==> src/rtl/lsu_mem_access_pkg.sv <==
// Memory-control encodings shared between control decode and the load/store unit.
package ControlTypeDefs;

  typedef enum logic [3:0] {
    MEM_LW   = 4'b0000,
    MEM_LH   = 4'b0001,
    MEM_LB   = 4'b0010,
    MEM_LHU  = 4'b0011,
    MEM_LBU  = 4'b0100,
    MEM_SW   = 4'b0101,
    MEM_SH   = 4'b0110,
    MEM_SB   = 4'b0111,
    MEM_NONE = 4'b1000
  } mem_ctrl_e;

  function automatic logic is_store(mem_ctrl_e code);
    return code inside {MEM_SW, MEM_SH, MEM_SB};
  endfunction

endpackage

==> src/rtl/lsu_mem_access_load_align.sv <==
// Picks the addressed byte/half out of a read word and sign- or zero-extends it.
module lsu_load_align
  import ControlTypeDefs::*;
(
  input  logic [31:0] word_i,
  input  logic [1:0]  offset_i,
  input  mem_ctrl_e   code_i,
  output logic [31:0] data_o
);

  logic [7:0]  byte_sel;
  logic [15:0] half_sel;

  always_comb begin
    byte_sel = word_i[8*offset_i +: 8];
    half_sel = offset_i[1] ? word_i[31:16] : word_i[15:0];
    case (code_i)
      MEM_LB:  data_o = {{24{byte_sel[7]}}, byte_sel};
      MEM_LBU: data_o = {24'd0, byte_sel};
      MEM_LH:  data_o = {{16{half_sel[15]}}, half_sel};
      MEM_LHU: data_o = {16'd0, half_sel};
      default: data_o = word_i;
    endcase
  end

endmodule

==> src/rtl/lsu_mem_access.sv <==
// Load/store unit: accepts one access at a time, runs the req/ack handshake with
// data memory and reports load results, misalignment and memory timeouts.
module lsu_mem_access
  import ControlTypeDefs::*;
#(
  parameter int ADDR_WIDTH     = 32,
  parameter int TIMEOUT_CYCLES = 16
) (
  input  logic                  iClk,
  input  logic                  iRstN,
  input  logic                  iValid,
  input  logic [3:0]            iMemControl,
  input  logic [ADDR_WIDTH-1:0] iAddr,
  input  logic [31:0]           iWriteData,
  output logic                  oStall,
  output logic [31:0]           oLoadData,
  output logic                  oLoadValid,
  output logic                  oMisaligned,
  output logic                  oBusError,
  output logic                  oMemReq,
  output logic                  oMemWe,
  output logic [ADDR_WIDTH-1:0] oMemAddr,
  output logic [3:0]            oMemByteEn,
  output logic [31:0]           oMemWdata,
  input  logic                  iMemAck,
  input  logic [31:0]           iMemRdata
);

  localparam int CntW = $clog2(TIMEOUT_CYCLES + 1);

  typedef enum logic [1:0] {S_IDLE, S_REQ, S_DONE, S_ERR} state_e;

  state_e                state_q, state_d;
  logic [CntW-1:0]       cnt_q, cnt_d;
  mem_ctrl_e             code_q, code_d;
  logic [1:0]            off_q, off_d;
  logic [ADDR_WIDTH-1:0] addr_q, addr_d;
  logic                  we_q, we_d;
  logic [3:0]            be_q, be_d;
  logic [31:0]           wdata_q, wdata_d;
  logic [31:0]           load_data_q, load_data_d;
  logic                  mis_q, mis_d;

  mem_ctrl_e   code_in;
  logic        aligned;
  logic [3:0]  be_in;
  logic [31:0] wdata_in;
  logic [31:0] aligned_word;
  logic        stall;

  lsu_load_align u_align (
    .word_i   (iMemRdata),
    .offset_i (off_q),
    .code_i   (code_q),
    .data_o   (aligned_word)
  );

  // Decode of the incoming request: alignment, lane enables, replicated data.
  always_comb begin
    code_in = iMemControl[3] ? MEM_NONE : mem_ctrl_e'(iMemControl);
    case (code_in)
      MEM_LW, MEM_SW:          aligned = (iAddr[1:0] == 2'b00);
      MEM_LH, MEM_LHU, MEM_SH: aligned = ~iAddr[0];
      default:                 aligned = 1'b1;
    endcase
    case (code_in)
      MEM_SH:  be_in = iAddr[1] ? 4'b1100 : 4'b0011;
      MEM_SB:  be_in = 4'b0001 << iAddr[1:0];
      default: be_in = 4'b1111;
    endcase
    case (code_in)
      MEM_SH:  wdata_in = {2{iWriteData[15:0]}};
      MEM_SB:  wdata_in = {4{iWriteData[7:0]}};
      default: wdata_in = iWriteData;
    endcase
  end

  always_comb begin
    state_d     = state_q;
    cnt_d       = cnt_q;
    code_d      = code_q;
    off_d       = off_q;
    addr_d      = addr_q;
    we_d        = we_q;
    be_d        = be_q;
    wdata_d     = wdata_q;
    load_data_d = load_data_q;
    mis_d       = 1'b0;
    stall       = 1'b0;
    oMemReq     = 1'b0;
    oLoadValid  = 1'b0;
    oBusError   = 1'b0;
    case (state_q)
      S_IDLE: begin
        if (iValid && code_in != MEM_NONE) begin
          if (aligned) begin
            stall   = 1'b1;
            code_d  = code_in;
            off_d   = iAddr[1:0];
            addr_d  = {iAddr[ADDR_WIDTH-1:2], 2'b00};
            we_d    = is_store(code_in);
            be_d    = be_in;
            wdata_d = wdata_in;
            cnt_d   = '0;
            state_d = S_REQ;
          end else begin
            mis_d = 1'b1;
          end
        end
      end
      S_REQ: begin
        oMemReq = 1'b1;
        stall   = 1'b1;
        cnt_d   = cnt_q + CntW'(1);
        // Ack is checked first so a same-cycle ack beats the timeout.
        if (iMemAck) begin
          if (!we_q) load_data_d = aligned_word;
          state_d = S_DONE;
        end else if (cnt_d == CntW'(TIMEOUT_CYCLES)) begin
          state_d = S_ERR;
        end
      end
      S_DONE: begin
        oLoadValid = ~we_q;
        state_d    = S_IDLE;
      end
      S_ERR: begin
        oBusError = 1'b1;
        state_d   = S_IDLE;
      end
      default: state_d = S_IDLE;
    endcase
  end

  // Stall is partly combinational, so it is forced low while reset is held.
  assign oStall      = stall & iRstN;
  assign oLoadData   = load_data_q;
  assign oMisaligned = mis_q;
  assign oMemWe      = we_q;
  assign oMemAddr    = addr_q;
  assign oMemByteEn  = be_q;
  assign oMemWdata   = wdata_q;

  always_ff @(posedge iClk or negedge iRstN) begin
    if (!iRstN) begin
      state_q     <= S_IDLE;
      cnt_q       <= '0;
      code_q      <= MEM_NONE;
      off_q       <= 2'b00;
      addr_q      <= '0;
      we_q        <= 1'b0;
      be_q        <= 4'b0000;
      wdata_q     <= 32'd0;
      load_data_q <= 32'd0;
      mis_q       <= 1'b0;
    end else begin
      state_q     <= state_d;
      cnt_q       <= cnt_d;
      code_q      <= code_d;
      off_q       <= off_d;
      addr_q      <= addr_d;
      we_q        <= we_d;
      be_q        <= be_d;
      wdata_q     <= wdata_d;
      load_data_q <= load_data_d;
      mis_q       <= mis_d;
    end
  end

endmodule

==> config.mk <==
export PLATFORM = sky130hd
export DESIGN_NAME = lsu_mem_access
export DESIGN_NICKNAME = d
export VERILOG_FILES = /design/src/rtl/lsu_mem_access_pkg.sv /design/src/rtl/lsu_mem_access_load_align.sv /design/src/rtl/lsu_mem_access.sv
export SDC_FILE = /design/constraint.sdc
export NUM_CORES = 1
export LEC_CHECK = 0
export CAP_MARGIN = 20
export CORE_ASPECT_RATIO = 0.6
export CORE_MARGIN = 4
export CORE_UTILIZATION = 48
export CTS_CLUSTER_DIAMETER = 50
export CTS_CLUSTER_SIZE = 16
export DETAILED_ROUTE_END_ITERATION = 10
export PLACE_DENSITY = 0.9
export SYNTH_ARGS = -nofsm -noshare
export SYNTH_HDL_FRONTEND = slang
export SYNTH_HIERARCHICAL = 1
export SYNTH_SLANG_ARGS = --single-unit
==> constraint.sdc <==
create_clock -name iClk -period 3.1 [get_ports iClk]
set_clock_uncertainty 0.15 [all_clocks]
set_input_delay 0.31 -clock iClk [delete_from_list [all_inputs] [get_ports iClk]]
set_output_delay 0.31 -clock iClk [all_outputs]
set_load 0.05 [all_outputs]
==> out/qor.csv, run 1 <==
metric;value;unit
status;complete, no violations;
starting density of the core;49.4;%
vias;4331;
H-Tree Level Count;4;
layout cell share with drive strength beyond 1;26.1;%
FP Rows;30;
Die ar.;13500;um^2
hold path cells;1;
Clk pwr share;22.5;%
WHS Endpoint;oLoadData[30];
Setup Viol. Count Final;0;
RR Startpoint;code_q[0];
Synth cell types;52;
Post-Place Cell Area;7730;um^2
combinational fraction of design power;49.6;%
Yosys warnings;6;
final wirelength;15300;um
Clk Latency, worst-skew pair;400;ps
cell family with most CP delay;buffers and inverters;
number of gates resized after CTS;0;
Worst Tran Pin Value;839;ps
Clock Path Buffers;2;
register area share after synthesis;50.5;%
Final period util;96.8;%
gr usage total;22.9;%
HP Start;oLoadData[30];
flops & latches, synth;113;
Final Critical Period;3000;ps
initial antenna violation count;0;
fmax;0.333;GHz
placer congestion estimate;0.856;
FF-to-FF path depth;4;
Cell Area, Synth;5600;um^2
CTS Buf Count;17;
average cell area after synthesis;13.0;um^2
routed len/inst;18.9;um
Final Hold Vio Count;0;
Synth area leaders;dfrtp_1, mux2_2, mux2i_1;
fin worst setup slack;98.9;ps
final net count;743;
vias per cell;5.36;
Int Power;4.72;mW
Worst Setup Start Kind;input port;
Core Area;11300;um^2
post-synthesis async set-or-reset flop share;100;%
ant diodes;0;
Worst Path Arrival;2540;ps
Power Dens Cells;993;nW/um^2
Reg power frac;27.9;%
WP buf/inv;2;
Peak supply drop;0.603;mV
data required time of the worst path;2640;ps
1st-iter DRT viols;200;
clk slew on worst S/H paths;50;ps
DR pass1 iterations;5;
CTS Root Cell;clkbuf_16;
Die H;91.7;um
cells along the critical path;clkdlybuf4s50_1 > o21ai_0 > a2111oi_4 > nand2_1 > a32o_1 > buf_4;
post-place setup slack;136;ps
slowest stage delay, CP;810;ps
most common cell in the netlist;mux2_2;
critical path class;input port to output port;
number of enable flip-flop cells after synthesis;0;
reg-to-reg endpoint;oLoadData[15];
Core Util, Final;73.2;%
IO Port Bufs;207;
reg-to-reg slack, setup;660;ps
Yosys top cell by area;dfrtp_1;
leakage;3.53;nW
Top FF cell, synth;dfrtp_1;
top-area cell type share of the netlist area;50.1;%
grt total ovfl;0;
top cells by instance count after synthesis;mux2_2, dfrtp_1, mux2i_1, o21ai_0;
Sw Share;42.7;%
die width;147;um
Min Hold Slack;342;ps
post-DP HPWL;11300;um
# clock sinks;113;
worst min path class;flop to flop;
area grow syn2layout;48.2;%
CTS tree;built;
fillers;775;
Max-Cap Viols;0;
critical path's slowest cell;clkdlybuf4s50_1;
crit-path max FO;12;
Slew headroom;43.9;%
DRT antenna net count;0;
post-route cell area;8300;um^2
vias in the first global route;4719;
Slew Viols, Final;0;
largest net degree at the start of global routing;65;
Psw;3.52;mW
# IOs;210;
first-pass GRT wire length;24600;um
crit path capture type;output port;
DRC Markers;0;
setup TNS;0;ps
RSZ-0062 raised after global routing;no;
Synth Instances;431;
==> area by class of cell <==
cell class,count,area [um^2],area share [%]
Tap cell,160,200,2.41
Clock inverter,11,118,1.42
Sequential cell,113,2830,34.1
Multi-Input combinational cell,278,2500,30.2
Inverter,11,41.3,0.498
Clock buffer,18,439,5.29
Timing Repair Buffer,217,2170,26.1
==> flip-flops by register name (all words and copies together), names as in the netlist <==
name and count:
oMemAddr 30, oLoadData 32, oMisaligned 1, oMemByteEn 4
oMemWdata 32, off_q 2, state_q 2, oMemWe 1
code_q 4, cnt_q 5
==> stage by stage <==
stage	cells	power (mW)
detailed placement	778	6.42
global route	808	8.59
global placement	778	6.31
CTS	808	8.30
floorplan	432	4.98
finish	808	8.24
==> kinds of logic (layout without fill, tap and decap cells) <==
| family | count (synthesis) | in the layout | synth area share (%) |
|---|---|---|---|
| xor gates and xnor gates | 1 | 1 | 0.156 |
| buffers and inverters | 41 | 257 | 4.85 |
| AOI/OAI and AO/OA | 69 | 69 | 9.72 |
| and+or+nand+nor | 65 | 65 | 6.50 |
| adders and majority gates | 1 | 1 | 0.223 |
| other | 1 | 2 | 0.0670 |
| muxes | 140 | 140 | 28.0 |
| DFF | 113 | 113 | 50.5 |
==> placed cells by master, fill, tap and decap left out, drive strengths merged, types with 5 or more instances in the layout <==
master	n
buf	11
clkinvlp	5
clkdlybuf4s50	205
a221o	7
nor3	8
nand3	12
nor2	7
clkbuf	18
mux2i	18
nand2	16
o21ai	17
mux2	121
dfrtp	112
a21o	16
inv	11
o221ai	7
==> routing by layer <==
layer  share of wire (%)  global-route usage [%]  routed length [um]
met5                   0                       0                   0
met4                 1.0                    6.98                 154
met3                  11                    10.3                1630
met2                  47                    36.1                7160
met1                  41                    28.6                6330
==> timing repair <==
| item | CTS | global route |
|---|---|---|
| setup buffers | 0 | 0 |
| hold buffers | 1 | 0 |
| endpoints found under the hold margin | 83 | 0 |
==> power by group through the flow <==
stage	clock, mW	sequential [mW]	combinational (mW)
5_1_grt	1.95	2.37	4.27
3_5_place_dp	0	2.32	4.09
3_3_place_gp	0	2.28	4.02
2_1_floorplan	0	3.93	1.05
4_1_cts	1.89	2.31	4.11
6_report	1.85	2.30	4.09
==> how the worst max path moves through the flow <==
stage	from	endpoint	slack, ps	cells past startpoint
after floorplan	oMemWe	oLoadValid	960	1
after global placement	iMemControl[0]	oStall	210	6
after detailed placement	iMemControl[0]	oStall	140	6
after CTS	iMemControl[0]	oStall	120	6
after global routing	iMemControl[0]	oStall	5	6
final	iMemControl[0]	oStall	100	6
No activity file was read; power rests on OpenSTA's default activity.
==> run 2, diff against run 1 <==
--- a/config.mk
+++ b/config.mk
@@ -5,6 +5,7 @@
 export SDC_FILE = /design/constraint.sdc
 export NUM_CORES = 1
 export LEC_CHECK = 0
+export ABC_CLOCK_PERIOD_IN_PS = 3100
 export CAP_MARGIN = 20
 export CORE_ASPECT_RATIO = 0.6
 export CORE_MARGIN = 4
@@ -13,7 +14,7 @@
 export CTS_CLUSTER_SIZE = 16
 export DETAILED_ROUTE_END_ITERATION = 10
 export PLACE_DENSITY = 0.9
+export SLEW_MARGIN = 15
 export SYNTH_ARGS = -nofsm -noshare
 export SYNTH_HDL_FRONTEND = slang
-export SYNTH_HIERARCHICAL = 1
 export SYNTH_SLANG_ARGS = --single-unit
==> run 2 against run 1 <==
Against the previous run:
- critical path depth is 2 lower
- global-route usage is 2.2 points higher
- cell area is 1.2% higher
- combinational power hardly changed
- count of clock-buffer cells in the layout is 1 lower
- clock power is 3% higher
- critical path type is now flop to output port
- area after synthesis is 0.38% lower
- worst setup slack better by 370 ps
- via count is 8.8% higher
==> out/qor.csv, run 2 <==
metric;value;unit;change
final net count;796;;was 743
RSZ-0062 raised after global routing;no;;unchanged
Die H;91.5;um;was 91.7 um
Synth cell types;53;;was 52
Worst Setup Start Kind;flop;;was input port
vias;4714;;was 4,331
Cell Area, Synth;5580;um^2;was 5600 um^2
FP Rows;30;;unchanged
DRT antenna net count;0;;unchanged
cell family with most CP delay;buffers and inverters;;unchanged
Final Hold Vio Count;0;;unchanged
die width;147;um;about the same
number of gates resized after CTS;0;;unchanged
Core Util, Final;74.1;%;was 73.2%
total power;8.33;mW;was 8.24 mW
gr usage total;25.1;%;was 22.9%
Setup Viol. Count Final;0;;unchanged
WP buf/inv;3;;was 2
number of enable flip-flop cells after synthesis;0;;unchanged
post-route cell area;8400;um^2;was 8300 um^2
RR Startpoint;state_q[0];;was code_q[0]
area grow syn2layout;50.5;%;was 48.2%
setup TNS;0;ps;unchanged
data required time of the worst path;2640;ps;about the same
Worst Path Arrival;2170;ps;was 2540 ps
1st-iter DRT viols;355;;was 200
largest net degree at the start of global routing;114;;was 65
FF-to-FF path depth;4;;unchanged
# clock sinks;113;;unchanged
DRC Markers;0;;unchanged
most common cell in the netlist;dfrtp_1;;was mux2_2
average cell area after synthesis;11.5;um^2;was 13.0 um^2
Slew headroom;41.3;%;was 43.9%
placer congestion estimate;0.911;;was 0.856
grt total ovfl;0;;unchanged
Yosys warnings;0;;was 6
routed len/inst;19.2;um;was 18.9 um
critical path class;flop to output port;;was input port to output port
status;complete, no violations;;unchanged
H-Tree Level Count;4;;unchanged
Clk Latency, worst-skew pair;400;ps;about the same
fin worst setup slack;472;ps;was 98.9 ps
Final Critical Period;2630;ps;was 3000 ps
final wirelength;16600;um;was 15,300 um
Max-Cap Viols;0;;unchanged
commonest cells after routing, fill and taps aside;clkdlybuf4s50_1, dfrtp_1, mux2_1;;was clkdlybuf4s50_1, mux2_2, dfrtp_1
CTS Root Cell;clkbuf_16;;unchanged
Clock Path Buffers;2;;unchanged
vias in the first global route;4867;;was 4,719
clk slew on worst S/H paths;60;ps;was 50 ps
initial antenna violation count;0;;unchanged
# IOs;210;;unchanged
vias per cell;5.46;;was 5.36
Synth area leaders;dfrtp_1, mux2_1, mux2_2;;was dfrtp_1, mux2_2, mux2i_1
CTS Buf Count;17;;unchanged
post-synthesis async set-or-reset flop share;100;%;unchanged
Peak supply drop;0.494;mV;was 0.603 mV
starting density of the core;49.2;%;was 49.4%
crit-path max FO;9;;was 12
Post-Place Cell Area;7800;um^2;was 7730 um^2
worst min path class;flop to flop;;unchanged
hold path cells;1;;unchanged
Die ar.;13500;um^2;about the same
critical path's slowest cell;clkdlybuf4s50_1;;unchanged
DR pass1 iterations;5;;unchanged
reg-to-reg endpoint;oMemAddr[24];;was oLoadData[15]
Core Area;11300;um^2;unchanged
CP dominant cell by count;inv_1;;
reg-to-reg slack, setup;720;ps;was 660 ps
fmax;0.380;GHz;was 0.333 GHz
WHS Endpoint;oMemAddr[19];;was oLoadData[30]
flops & latches, synth;113;;unchanged
Worst Tran Pin Value;880;ps;was 839 ps
leakage;3.41;nW;was 3.53 nW
layout cell share with drive strength beyond 1;13.2;%;was 26.1%
Top FF cell, synth;dfrtp_1;;unchanged
post-DP HPWL;12200;um;was 11,300 um
Power Dens Cells;992;nW/um^2;was 993 nW/um^2
register area share after synthesis;50.7;%;was 50.5%
top-area cell type share of the netlist area;50.2;%;was 50.1%
Synth Instances;484;;was 431
cells along the critical path;inv_1 > nand2_1 > inv_1 > clkdlybuf4s50_1;;was clkdlybuf4s50_1 > o21ai_0 > a2111oi_4 > nand2_1 > a32o_1 > buf_4
IO Port Bufs;207;;unchanged
Slew Viols, Final;0;;unchanged
CTS tree;built;;unchanged
Final period util;84.8;%;was 96.8%
HP Start;oMemAddr[19];;was oLoadData[30]
commonest non-fill, non-tap cell in the layout;clkdlybuf4s50_1;;unchanged
first-pass GRT wire length;26700;um;was 24,600 um
top cells by instance count after synthesis;dfrtp_1, mux2_1, nor2_1, nand2_1, mux2_2;;was mux2_2, dfrtp_1, mux2i_1, o21ai_0
ant diodes;0;;unchanged
crit path capture type;output port;;unchanged
Yosys top cell by area;dfrtp_1;;unchanged
slowest stage delay, CP;840;ps;was 810 ps
post-place setup slack;181;ps;was 136 ps
run 2: per-stage QoR:
step	std cells	hold WS, ps
2_1_floorplan	485	-136
3_3_place_gp	831	317
3_5_place_dp	831	324
4_1_cts	864	334
5_1_grt	864	338
6_report	864	334
run 2: repair_timing:
action / in CTS / in global routing
hold endpoints to repair: 112 / 0
hold buffers: 1 / 0
buffers inserted: 0 / 0
run 2: kinds of logic (layout without fill, tap and decap cells):
| group | count (synthesis) | in the layout | share of synthesized area (%) |
|---|---|---|---|
| multiplexers | 106 | 106 | 21.2 |
| AO/OA/AOI/OAI | 91 | 91 | 12.0 |
| adder cells (fa/ha/maj) | 1 | 1 | 0.224 |
| buffers and inverters | 44 | 263 | 4.08 |
| flip-flops | 113 | 113 | 50.7 |
| AND/OR/NAND/NOR | 125 | 125 | 11.3 |
| other | 1 | 2 | 0.0672 |
| XOR/XNOR | 3 | 3 | 0.471 |
run 2: report_power, final:
| part | total [mW] | internal [mW] | switching, mW |
|---|---|---|---|
| Clock | 1.90 | 1.19 | 0.716 |
| Sequential | 2.31 | 1.99 | 0.327 |
| Combinational | 4.11 | 1.44 | 2.67 |
| Total | 8.33 | 4.61 | 3.71 |
run 2: area by class of cell:
type	count	area, um^2
clock buffers	17	425
flip-flops and latches	113	2830
inverters	9	33.8
well taps	160	200
clock inverters	15	159
multi-input cells	328	2540
repair buffers	222	2210
fillers	744	2940
run 2: per-layer routing:
layer	track usage (%)	part of all wire, %	vias to the layer above
li1	-	-	2175
met1	33.2	42	2275
met2	39.8	47	239
met3	8.03	9.7	25
met4	7.67	1.6	0
met5	0	0	-
run 2: worst max-delay path by stage:
stage,slack [ps],endpoint,start,cells past startpoint
global placement,300,oMemAddr[24],iAddr[1],6
floorplan,840,oStall,iMemControl[0],7
detailed placement,180,oMemWdata[23],iAddr[1],6
CTS,460,oMemReq,state_q[1],4
global route,330,oMemReq,state_q[1],4
finish,470,oMemReq,state_q[1],4
